--- config.mk ---
export PLATFORM = sky130hd
export DESIGN_NAME = svn_seg_scan
export DESIGN_NICKNAME = d
export VERILOG_FILES = /design/src/rtl/svn_seg_pkg.sv /design/src/rtl/svn_glyph_rom.sv /design/src/rtl/svn_seg_scan.sv
export SDC_FILE = /design/constraint.sdc
export NUM_CORES = 1
export LEC_CHECK = 0
export ABC_AREA = 0
export BUFFER_PORTS_ARGS = -buffer_cell sky130_fd_sc_hd__buf_2
export CAP_MARGIN = 25
export CORE_ASPECT_RATIO = 1.1
export CORE_MARGIN = 4
export CORE_UTILIZATION = 40
export DETAILED_ROUTE_END_ITERATION = 7
export HOLD_SLACK_MARGIN = 0.1
export PLACE_DENSITY_LB_ADDON = 0.25
export SKIP_LAST_GASP = 1
export SLEW_MARGIN = 20
export SYNTH_ARGS = -nofsm -noshare
export SYNTH_HDL_FRONTEND = slang
export SYNTH_SLANG_ARGS = --single-unit
--- constraint.sdc ---
create_clock -name clk -period 2.8 [get_ports clk]
set_input_delay 0.56 -clock clk [delete_from_list [all_inputs] [get_ports clk]]
set_output_delay 0.56 -clock clk [all_outputs]
set_load 0.01 [all_outputs]
--- src/rtl/svn_seg_pkg.sv ---
// Glyph codes, segment patterns and the code-to-pattern decode shared by the
// seven-segment scanner.
package svn_seg_pkg;

   localparam logic [3:0] CODE_O     = 4'd0;
   localparam logic [3:0] CODE_1     = 4'd1;
   localparam logic [3:0] CODE_2     = 4'd2;
   localparam logic [3:0] CODE_3     = 4'd3;
   localparam logic [3:0] CODE_4     = 4'd4;
   localparam logic [3:0] CODE_DASH  = 4'd5;
   localparam logic [3:0] CODE_E     = 4'd6;
   localparam logic [3:0] CODE_N     = 4'd7;
   localparam logic [3:0] CODE_F     = 4'd8;
   localparam logic [3:0] CODE_U     = 4'd9;
   localparam logic [3:0] CODE_L     = 4'd10;
   localparam logic [3:0] CODE_P     = 4'd11;
   localparam logic [3:0] CODE_BLANK = 4'd15;

   // Segment order a..g, MSB = a, active-low.
   localparam logic [6:0] SEG_O    = 7'b0000001;
   localparam logic [6:0] SEG_1    = 7'b1001111;
   localparam logic [6:0] SEG_2    = 7'b0010010;
   localparam logic [6:0] SEG_3    = 7'b0000110;
   localparam logic [6:0] SEG_4    = 7'b1001100;
   localparam logic [6:0] SEG_DASH = 7'b1111110;
   localparam logic [6:0] SEG_E    = 7'b0110000;
   localparam logic [6:0] SEG_N    = 7'b0001001;
   localparam logic [6:0] SEG_F    = 7'b0111000;
   localparam logic [6:0] SEG_U    = 7'b1000001;
   localparam logic [6:0] SEG_L    = 7'b1110001;
   localparam logic [6:0] SEG_P    = 7'b0011000;
   localparam logic [6:0] SEG_OFF  = 7'h7F;

   function automatic logic [6:0] glyph_decode(input logic [3:0] code);
      logic [6:0] pattern;
      case (code)
         CODE_O:    pattern = SEG_O;
         CODE_1:    pattern = SEG_1;
         CODE_2:    pattern = SEG_2;
         CODE_3:    pattern = SEG_3;
         CODE_4:    pattern = SEG_4;
         CODE_DASH: pattern = SEG_DASH;
         CODE_E:    pattern = SEG_E;
         CODE_N:    pattern = SEG_N;
         CODE_F:    pattern = SEG_F;
         CODE_U:    pattern = SEG_U;
         CODE_L:    pattern = SEG_L;
         CODE_P:    pattern = SEG_P;
         default:   pattern = SEG_OFF;
      endcase
      return pattern;
   endfunction

endpackage

--- src/rtl/svn_glyph_rom.sv ---
// Combinational glyph lookup: 4-bit code to active-low segment pattern.
module svn_glyph_rom
   import svn_seg_pkg::*;
(
   input  logic [3:0] code,
   output logic [6:0] pattern
);

   assign pattern = glyph_decode(code);

endmodule

--- src/rtl/svn_seg_scan.sv ---
// Time-multiplexed seven-segment scanner with frame-aligned updates, per-digit
// blank/blink/decimal point and an anode dead time at the start of each slot.
module svn_seg_scan
   import svn_seg_pkg::*;
#(
   parameter int unsigned NUM_DIGITS   = 4,
   parameter int unsigned REFRESH_DIV  = 50000,
   parameter int unsigned DEAD_CYCLES  = 16,
   parameter int unsigned BLINK_FRAMES = 250
) (
   input  logic                    clk,
   input  logic                    rst_n,
   input  logic                    en,
   input  logic                    load,
   input  logic [4*NUM_DIGITS-1:0] codes,
   input  logic [NUM_DIGITS-1:0]   dp_mask,
   input  logic [NUM_DIGITS-1:0]   blank_mask,
   input  logic [NUM_DIGITS-1:0]   blink_mask,
   output logic [6:0]              seg,
   output logic                    dp,
   output logic [NUM_DIGITS-1:0]   an,
   output logic                    frame_done
);

   localparam int unsigned SW = (REFRESH_DIV > 1) ? $clog2(REFRESH_DIV) : 1;
   localparam int unsigned DW = (NUM_DIGITS > 1) ? $clog2(NUM_DIGITS) : 1;
   localparam int unsigned BW = (BLINK_FRAMES > 1) ? $clog2(BLINK_FRAMES) : 1;

   logic [SW-1:0] slot_cnt;
   logic [DW-1:0] dig_idx;
   logic [BW-1:0] blink_cnt;
   logic          blink_on;

   logic [4*NUM_DIGITS-1:0] pend_codes, act_codes;
   logic [NUM_DIGITS-1:0]   pend_dp, pend_blank, pend_blink;
   logic [NUM_DIGITS-1:0]   act_dp, act_blank, act_blink;
   logic                    pend_valid;

   logic                  slot_last, dig_last, blink_last, boundary, live, dark;
   logic [3:0]            cur_code;
   logic [6:0]            cur_glyph;
   logic [NUM_DIGITS-1:0] an_nxt;
   logic [6:0]            seg_nxt;
   logic                  dp_nxt;

   assign slot_last  = (slot_cnt == SW'(REFRESH_DIV - 1));
   assign dig_last   = (dig_idx == DW'(NUM_DIGITS - 1));
   assign blink_last = (blink_cnt == BW'(BLINK_FRAMES - 1));
   assign boundary   = en & slot_last & dig_last;
   assign live       = (32'(slot_cnt) >= DEAD_CYCLES);

   assign cur_code = act_codes[{dig_idx, 2'b00} +: 4];

   svn_glyph_rom u_glyph_rom (
      .code    (cur_code),
      .pattern (cur_glyph)
   );

   assign dark = !live | act_blank[dig_idx] | (act_blink[dig_idx] & !blink_on);

   always_comb begin
      an_nxt = '1;
      if (en && live) an_nxt[dig_idx] = 1'b0;
      seg_nxt = (!en || dark) ? SEG_OFF : cur_glyph;
      dp_nxt  = (!en || dark) ? 1'b1 : !act_dp[dig_idx];
   end

   always_ff @(posedge clk or negedge rst_n) begin
      if (!rst_n) begin
         slot_cnt  <= '0;
         dig_idx   <= '0;
         blink_cnt <= '0;
         blink_on  <= 1'b1;
      end else if (en) begin
         if (slot_last) begin
            slot_cnt <= '0;
            dig_idx  <= dig_last ? '0 : dig_idx + 1'b1;
         end else begin
            slot_cnt <= slot_cnt + 1'b1;
         end
         if (boundary) begin
            if (blink_last) begin
               blink_cnt <= '0;
               blink_on  <= !blink_on;
            end else begin
               blink_cnt <= blink_cnt + 1'b1;
            end
         end
      end
   end

   // A load landing on the frame boundary bypasses pending and wins over it.
   always_ff @(posedge clk or negedge rst_n) begin
      if (!rst_n) begin
         pend_codes <= '1;
         pend_dp    <= '0;
         pend_blank <= '0;
         pend_blink <= '0;
         pend_valid <= 1'b0;
         act_codes  <= '1;
         act_dp     <= '0;
         act_blank  <= '0;
         act_blink  <= '0;
      end else if (load && boundary) begin
         act_codes  <= codes;
         act_dp     <= dp_mask;
         act_blank  <= blank_mask;
         act_blink  <= blink_mask;
         pend_valid <= 1'b0;
      end else begin
         if (boundary && pend_valid) begin
            act_codes  <= pend_codes;
            act_dp     <= pend_dp;
            act_blank  <= pend_blank;
            act_blink  <= pend_blink;
            pend_valid <= 1'b0;
         end
         if (load) begin
            pend_codes <= codes;
            pend_dp    <= dp_mask;
            pend_blank <= blank_mask;
            pend_blink <= blink_mask;
            pend_valid <= 1'b1;
         end
      end
   end

   always_ff @(posedge clk or negedge rst_n) begin
      if (!rst_n) begin
         seg        <= SEG_OFF;
         dp         <= 1'b1;
         an         <= '1;
         frame_done <= 1'b0;
      end else begin
         seg        <= seg_nxt;
         dp         <= dp_nxt;
         an         <= an_nxt;
         frame_done <= boundary;
      end
   end

endmodule

==> results of run 1 <==
-- final cells by class --
class	count	area, sq um
fillers	1109	6450
flip-flops and latches	97	2480
multi-input cells	309	2300
repair buffers	55	318
clock buffers	15	300
well taps	154	193
inverters	11	42.5
clock inverters	1	5.00
-- Yosys cell counts (4+ instances only) --
library cell | instances | area [sq um]
o221a_2 | 8 | 90.1
ha_1 | 12 | 150
o221a_1 | 20 | 225
dfstp_2 | 45 | 1180
o21ai_0 | 26 | 130
clkbuf_1 | 11 | 41.3
inv_1 | 9 | 33.8
mux2i_1 | 5 | 50.1
xor2_1 | 8 | 70.1
nor2_1 | 49 | 184
nand4_1 | 7 | 43.8
xnor2_1 | 4 | 35.0
and3_1 | 7 | 43.8
buf_2 | 7 | 35.0
o21bai_1 | 28 | 210
nand3_1 | 5 | 25.0
mux2_2 | 28 | 315
and4_1 | 4 | 35.0
nor3_1 | 8 | 40.0
nor4_1 | 28 | 175
nand2_1 | 25 | 93.8
dfrtp_1 | 52 | 1300
nor2b_1 | 4 | 25.0
mux4_2 | 5 | 113
-- worst max path at each step --
stage,from,to,slack [ns]
final,dig_idx[0],seg[4],0.38
after global routing,dig_idx[1],act_blink[3],0.25
after CTS,dig_idx[0],seg[4],0.40
after detailed placement,en,act_blink[3],0.40
after global placement,dig_idx[0],seg[4],0.47
after floorplan,dig_idx[0],seg[4],0.68
-- sequential cells by signal, indices dropped and copies added, names as in the netlist, 7 cells and up --
name        cells
seg             7
slot_cnt       16
act_codes      16
pend_codes     16
blink_cnt       8
-- metrics by stage --
step           utilization  total power, W  hold slack (ns)  std cells  cell area [sq um]
4_1_cts              0.467         0.00310            0.110        642               5640
3_3_place_gp         0.441         0.00181            0.478        626               5340
3_5_place_dp         0.441         0.00182            0.487        626               5340
5_1_grt              0.467         0.00319            0.121        642               5640
2_1_floorplan            -         0.00171            0.264        442               4950
6_report             0.467         0.00305            0.105        642               5640
-- cell usage in the layout (no fill, tap or decap), types with 9 or more instances in the layout --
master	n
dfrtp_1	52
nor2_1	49
dfstp_2	45
buf_2	43
mux2_2	28
nor4_1	28
o21bai_1	28
o21ai_0	26
nand2_1	25
o221a_1	20
ha_1	12
clkbuf_16	11
buf_4	11
inv_1	9
-- cell families after synthesis --
family                     Yosys count  synth area share
buffers and inverters               36            0.0339
and+or+nand+nor                    148             0.156
muxes                               41             0.103
AOI/OAI and AO/OA                   96             0.153
DFF                                 97             0.502
adders and majority gates           12            0.0303
xor gates and xnor gates            12            0.0212
-- layer usage --
layer | wire, um | global-route usage | vias to the layer above
li1 | - | - | 1720
met1 | 5290 | 0.233 | 1813
met2 | 5560 | 0.266 | 67
met3 | 375 | 0.0360 | 15
met4 | 278 | 0.0825 | 0
met5 | 0 | 0 | -
-- report_power, final --
| group | switching, W | internal [W] | total [W] |
|---|---|---|---|
| combinational | 0.000126 | 0.000102 | 0.000228 |
| clock | 0.000524 | 0.000735 | 0.00126 |
| sequential | 0.0000641 | 0.00150 | 0.00157 |
| total | 0.000715 | 0.00234 | 0.00305 |
==> results_dict.tcl, run 1 <==
set metrics [dict create \
    status "finished, final reports clean" \
    fin_ws_ns 0.383 \
    synth_edf_count 0 \
    cts_resized 0 \
    hold_buffers 0 \
    clockBufferDepth 2 \
    grt_pass1_wl_um 19300 \
    yosysSeqAreaShare 0.502 \
    tns_ns 0 \
    gr-total-overflow 0 \
    syn_nets 486 \
    clock-sinks 97 \
    max-vdd-ir-drop_uv 410 \
    cpLargestDelayFamily "multiplexers" \
    slew_headroom 0.627 \
    rsz0062_at_grt "false" \
    die-width_um 114 \
    fp.dieH_um 125 \
    cts_made_buffers 9 \
    start_util 0.410 \
    startpoint_type "flip-flop" \
    crit_type "reg2reg" \
    end_kind "flip-flop" \
    hold_path.class "in2async" \
    final_hold_viol_count 0 \
    crit_chain "buf_4, mux4_2, inv_1, ha_1, nand2_1, o21ai_0, a22o_1, nand2_1" \
    clockRootBuffer "clkbuf_16" \
    place_congestion 0.799 \
    die_area_sq_um 14200 \
    vias 3615 \
    cts_setup_buffers 0 \
    numPortBuffers 44 \
    fin_nets 527 \
    crit_buf_inv 2 \
    fp-row-count 42 \
    syn2layout_area_growth_pct 14.0 \
    ys_ff_latch 97 \
    timing.final.max_slew_violations 0 \
    grt_max_degree 49 \
    rr_startpoint "dig_idx[0]" \
    synthFlopType "dfrtp_1" \
    setup_viol 0 \
    io_pins 45 \
    pre_cts_slack_ns 0.405 \
    slowest_stage "mux4_2" \
    crit_required_ns 3.09 \
    min_period_ns 2.42 \
    initialDrtViolationCount 223 \
    crit_fanout 8 \
    cpPeakStageDelay_ns 0.61 \
    async_reset_ff_frac 1.00 \
    critPathArrivalTime_ns 2.71 \
    r2r_cells 8 \
    worstSkewPairLatency_ns 0.35 \
    fin_worst_skew_ns 0.00855 \
    vias_per_cell 5.63 \
    hpwl_um 7660 \
    ys_warn_count 0 \
    power.leakage_nw 2.52 \
    synthCells 442 \
    drv_cap 0 \
    worst_pin_slew_ns 0.558 \
    synth_cell_types 49 \
    grt_usage 0.173 \
    routedWlPerCell_um 17.9 \
    fp.coreArea_sq_um 12100 \
    min_period_over_period 0.863 \
    antenna_found_initial 0 \
    cts_tree "done" \
    powerDensity_nw_per_um2 542 \
    diodes 0 \
    worst_path_most_repeated_cell "nand2_1" \
    clkTransAtPathRegs_ns 0.06 \
    reg2reg_slack_ns 0.38 \
    firstDrtPassIters 5 \
    drc 0 \
    drive_gt1_frac 0.330 \
    routed_wl_um 11500 \
    syn_area_sq_um 4950 \
    syn_avg_cell_area_sq_um 11.2 \
    ant_nets 0 \
    fmax_mhz 414 \
    r2r_end "seg[4]" \
    grt_pass1_vias 3690 \
    htree_num_levels 3 \
    crit_cells 8 \
]
Note: power is estimated with default switching activity, not from simulation.
==> inputs of run 2 (changes only) <==
--- a/config.mk
+++ b/config.mk
@@ -5,12 +5,12 @@
 export SDC_FILE = /design/constraint.sdc
 export NUM_CORES = 1
 export LEC_CHECK = 0
-export ABC_AREA = 0
 export BUFFER_PORTS_ARGS = -buffer_cell sky130_fd_sc_hd__buf_2
 export CAP_MARGIN = 25
 export CORE_ASPECT_RATIO = 1.1
 export CORE_MARGIN = 4
 export CORE_UTILIZATION = 40
+export CTS_BUF_LIST = sky130_fd_sc_hd__clkbuf_8
 export DETAILED_ROUTE_END_ITERATION = 7
 export HOLD_SLACK_MARGIN = 0.1
 export PLACE_DENSITY_LB_ADDON = 0.25
==> run 2 against run 1 <==
Effect of this change: utilization is 0.67 points lower; sequential power hardly changed; clock power is 21% lower; clock-buffer cell count is 5 lower; final cell count is 0.16% higher; first-iteration DRC count is 4.9% higher.
==> results_dict.tcl, run 2 (same netlist as run 1, synthesis figures left out) <==
set metrics [dict create \
    grt.busiest_layer "met2" \
    p_int_w 0.00212 \
    cpLargestDelayFamily "flip-flops" \
    max-vdd-ir-drop_uv 340 \
    clkPwrFrac 0.359 \
    min_period_over_period 0.860 \
    final_hold_viol_count 0 \
    worst_pin_slew_ns 0.560 \
    diodes 0 \
    startpoint_type "flip-flop" \
    final_cell_mix "dfrtp_1 (52), nor2_1 (49), dfstp_2 (45)" \
    clockBufferDepth 2 \
    layout_commonest_cell "dfrtp_1" \
    timing.hold.ws_ns 0.416 \
    htree_num_levels 3 \
    dp.cells 626 \
    grt_pass1_wl_um 19200 \
    fp.coreArea_sq_um 12100 \
    holdPathEnd "pend_blank[1]" \
    critPathArrivalTime_ns 2.72 \
    die-width_um 114 \
    routed_wl_um 11400 \
    grt_max_degree 49 \
    drc 0 \
    ant_nets 0 \
    cts_tree "done" \
    setup_viol 0 \
    fin_worst_skew_ns 0.0119 \
    cpPeakStageDelay_ns 0.61 \
    clock-sinks 97 \
    reg2reg_slack_ns 0.39 \
    rr_startpoint "dig_idx[0]" \
    worst_path_most_repeated_cell "nand2_1" \
    firstDrtPassIters 5 \
    worstHoldStart "blank_mask[1]" \
    slew_headroom 0.626 \
    place_congestion 0.799 \
    r2r_end "seg[4]" \
    crit_buf_inv 2 \
    antenna_found_initial 0 \
    fp-row-count 42 \
    numPortBuffers 44 \
    gr-total-overflow 0 \
    hpwl_um 7660 \
    io_pins 45 \
    crit_fanout 8 \
    largestRegisters "act_codes (16), pend_codes (16), slot_cnt (16)" \
    pwr-share-seq 0.560 \
    clkTransAtPathRegs_ns 0.09 \
    r2r_cells 8 \
    power.leakage_nw 2.49 \
    end_kind "flip-flop" \
    die_area_sq_um 14200 \
    grt_usage 0.170 \
    tns_ns 0 \
    crit_required_ns 3.12 \
    powerDensity_nw_per_um2 503 \
    vias_per_cell 5.62 \
    timing.final.max_slew_violations 0 \
    finalNonFillerCells 643 \
    fmax_mhz 415 \
    drv_cap 0 \
    fin_util 0.460 \
    worstSkewPairLatency_ns 0.38 \
    crit_type "reg2reg" \
    netSwitchingFraction 0.242 \
    whs_path_depth 2 \
    slowest_stage "dfrtp_1" \
    grt_pass1_vias 3709 \
    initialDrtViolationCount 234 \
    rsz0062_at_grt "false" \
    min_period_ns 2.41 \
    routedWlPerCell_um 17.8 \
    status "finished, final reports clean" \
    fin_nets 528 \
    cts_made_buffers 9 \
    vias 3613 \
    start_util 0.410 \
    num-fill-cells 1124 \
    grt_util_met1 0.232 \
    power.switching_w 0.000677 \
    use_met2 0.265 \
    clockRootBuffer "clkbuf_8" \
    crit_chain "buf_4, mux4_2, inv_1, ha_1, nand2_1, o21ai_0, a22o_1, nand2_1" \
    grt_util_met3 0.0355 \
    fp.dieH_um 125 \
    syn2layout_area_growth_pct 12.3 \
    drive_gt1_frac 0.329 \
    comb_power_share 0.082 \
    hold_path.class "in2reg" \
]
-- run 2: cell count changes in the layout (fill, tap and decap cells not counted), sizes merged --
| cell | change |
|---|---|
| bufinv | +2 |
| clkbuf | -5 |
| dlygate4sd3 | +1 |
| inv | +3 |
-- run 2: layout make-up --
cell class                 count  area, sq um  area share
clock buffer                  10          138      0.0248
clock inverter                 6         76.3      0.0137
inverter                      11         42.5     0.00765
multi-input combinational    309         2300       0.413
sequential                    97         2480       0.447
tap                          154          193      0.0347
timing repair buffer          56          328      0.0590
-- run 2: power groups by stage --
stage	Combinational, W	Clock [W]	Sequential (W)
after floorplan	0.000134	0	0.00158
after global placement	0.000228	0	0.00159
after detailed placement	0.000234	0	0.00159
after CTS	0.000235	0.00104	0.00157
after global routing	0.000256	0.00109	0.00158
final	0.000229	0.00100	0.00157
-- run 2: how the worst max path moves through the flow --
stage | start | cells after the start | endpoint
floorplan | dig_idx[0] | 7 | seg[4]
CTS | dig_idx[0] | 8 | seg[4]
global placement | dig_idx[0] | 8 | seg[4]
detailed placement | en | 7 | act_blink[3]
global route | dig_idx[1] | 6 | act_blink[3]
finish | dig_idx[0] | 8 | seg[4]
-- run 2: metrics by stage --
step | instance area, sq um | total power (W) | setup slack, ns
5_1_grt | 5560 | 0.00293 | 0.241
3_5_place_dp | 5340 | 0.00182 | 0.405
2_1_floorplan | 4950 | 0.00171 | 0.685
4_1_cts | 5560 | 0.00284 | 0.394
6_report | 5560 | 0.00280 | 0.392
3_3_place_gp | 5340 | 0.00181 | 0.469
-- run 2: routing by layer --
layer / part of all wire / vias to the layer above / wire length (um)
li1: - / 1721 / -
met1: 0.47 / 1797 / 5350
met2: 0.47 / 71 / 5400
met3: 0.036 / 24 / 417
met4: 0.025 / 0 / 282
met5: 0 / - / 0
-- run 2: what timing repair did --
action | 4_1_cts | 5_1_grt
hold buffers | 1 | 0
gates resized for setup | 0 | 0
endpoints found under the hold margin | 12 | 0
buffers inserted | 0 | 0
==> inputs of run 3 (changes only) <==
--- a/config.mk
+++ b/config.mk
@@ -13,7 +13,7 @@
 export CTS_BUF_LIST = sky130_fd_sc_hd__clkbuf_8
 export DETAILED_ROUTE_END_ITERATION = 7
 export HOLD_SLACK_MARGIN = 0.1
-export PLACE_DENSITY_LB_ADDON = 0.25
+export PLACE_DENSITY_LB_ADDON = 0.15
 export SKIP_LAST_GASP = 1
 export SLEW_MARGIN = 20
 export SYNTH_ARGS = -nofsm -noshare
==> run 3 against run 2 <==
Effect of this change: first-iteration DRC count decreased by 1.7%; hold slack lost 0.28 ns; setup slack better by 0.097 ns; non-clock buffer count down 3; clock skew is 0.0026 ns lower; sequential share of layout area rose by 0.56 points; sequential power about the same; total power fell by 6.2%; flip-flop and latch count unchanged; combinational power barely moved; clock-buffer cell count up 1; critical path type unchanged.
==> results_dict.tcl, run 3 (same netlist as run 1, synthesis figures left out) <==
set metrics [dict create \
    largestRegisters "act_codes (16), pend_codes (16), slot_cnt (16)" \
    routed_wl_um 11600 \
    hold_path.class "in2async" \
    end_kind "flip-flop" \
    fin_area_sq_um 5490 \
    initialDrtViolationCount 230 \
    vias_per_cell 5.63 \
    timing.hold.ws_ns 0.134 \
    final_cell_mix "dfrtp_1 (52), nor2_1 (49), dfstp_2 (45)" \
    hold_buffers 0 \
    crit_start "slot_cnt[10]" \
    r2r_cells 6 \
    cts_resized 0 \
    setup_viol 0 \
    min_period_over_period 0.826 \
    cts_made_buffers 9 \
    htree_num_levels 3 \
    fp.coreArea_sq_um 12100 \
    firstDrtPassIters 4 \
    reg2reg_slack_ns 0.49 \
    slowest_stage "dfrtp_1" \
    fin_worst_skew_ns 0.00938 \
    crit_chain "nor4_4, nand4_2, or2_4, clkinv_2, nand2_4, o221a_2" \
    r2r_end "act_blink[3]" \
    grt_max_degree 66 \
    critPathArrivalTime_ns 2.58 \
    power.leakage_nw 2.46 \
    cts_setup_buffers 0 \
    clkTransAtPathRegs_ns 0.09 \
    grt_pass1_wl_um 19400 \
    placed_area_sq_um 5320 \
    cts_tree "done" \
    grt_util_met1 0.242 \
    grt.busiest_layer "met2" \
    numPortBuffers 44 \
    rsz0062_at_grt "false" \
    num-fill-cells 1143 \
    die_area_sq_um 14200 \
    grt_usage 0.170 \
    tns_ns 0 \
    drive_gt1_frac 0.323 \
    io_pins 45 \
    powerDensity_nw_per_um2 478 \
    area.sequential_sq_um 2480 \
    max-vdd-ir-drop_uv 197 \
    fp.dieH_um 125 \
    die-width_um 114 \
    worstSkewPairLatency_ns 0.37 \
    antenna_found_initial 0 \
    timing.final.max_slew_violations 0 \
    status "finished, final reports clean" \
    multi_input_area_sq_um 2300 \
    worst_pin_slew_ns 0.618 \
    crit_required_ns 3.07 \
    ant_nets 0 \
    layout_commonest_cell "dfrtp_1" \
    crit_fanout 28 \
    gr-total-overflow 0 \
    clock-sinks 97 \
    min_period_ns 2.31 \
    final_hold_viol_count 0 \
    syn2layout_area_growth_pct 10.9 \
    diodes 0 \
    fp-row-count 42 \
    vias 3602 \
    fin_nets 525 \
    fmax_mhz 433 \
    use_met2 0.257 \
    grt_pass1_vias 3671 \
    dp.cells 624 \
    crit_type "reg2reg" \
    grt_util_met3 0.0345 \
    slew_headroom 0.586 \
    drc 0 \
    clockBufferDepth 2 \
    clockRootBuffer "clkbuf_8" \
    drv_cap 0 \
    routedWlPerCell_um 18.1 \
    fin_util 0.454 \
    startpoint_type "flip-flop" \
    cpPeakStageDelay_ns 0.46 \
    start_util 0.410 \
    hpwl_um 7710 \
    rr_startpoint "slot_cnt[10]" \
    place_congestion 0.822 \
    finalNonFillerCells 640 \
]
## run 3: cell count changes in the layout (fill, tap and decap cells not counted), sizes merged
cell         previous run  this run
buf                    55        53
bufinv                  2         0
inv                    13        15
clkbuf                 10        11
clkinv                  2         1
dlygate4sd3             1         0
## run 3: area by class of cell
class                   instances  area share
clock buffers                  11      0.0276
well taps                     154      0.0351
multi-input cells             309       0.419
repair buffers                 53      0.0552
flip-flops and latches         97       0.452
inverters                      11     0.00775
clock inverters                 5     0.00342
## run 3: per-stage QoR
step | total power [W] | worst slack [ns]
floorplan | 0.00171 | 0.685
global placement | 0.00182 | 0.452
detailed placement | 0.00183 | 0.429
CTS | 0.00267 | 0.470
global route | 0.00276 | 0.335
finish | 0.00263 | 0.488
## run 3: power breakdown
part | total [W] | leakage, nW | switching (W) | internal (W)
registers | 0.00157 | 1.13 | 0.0000644 | 0.00150
clock network | 0.000829 | 0.106 | 0.000472 | 0.000357
logic | 0.000231 | 1.22 | 0.000130 | 0.000102
total | 0.00263 | 2.46 | 0.000666 | 0.00196
## run 3: layer usage
layer / wire length (um) / vias to the layer above
met5: 0 / -
met4: 211 / 0
met3: 355 / 17
met2: 5470 / 61
met1: 5570 / 1805
li1: - / 1719
## run 3: worst max path at each step
stage	to	cells past startpoint
2_1_floorplan	seg[4]	7
3_3_place_gp	act_blink[3]	7
3_5_place_dp	act_blank[0]	7
4_1_cts	act_dp[2]	6
5_1_grt	act_blink[3]	6
6_report	act_blink[3]	6
## run 3: worst max-delay path, delay by kind of cell (launching register included)
family	cells	cell delay, ns
buf+inv	1	0.27
simple gates	4	1.13
flops	1	0.46
compound gates	1	0.33
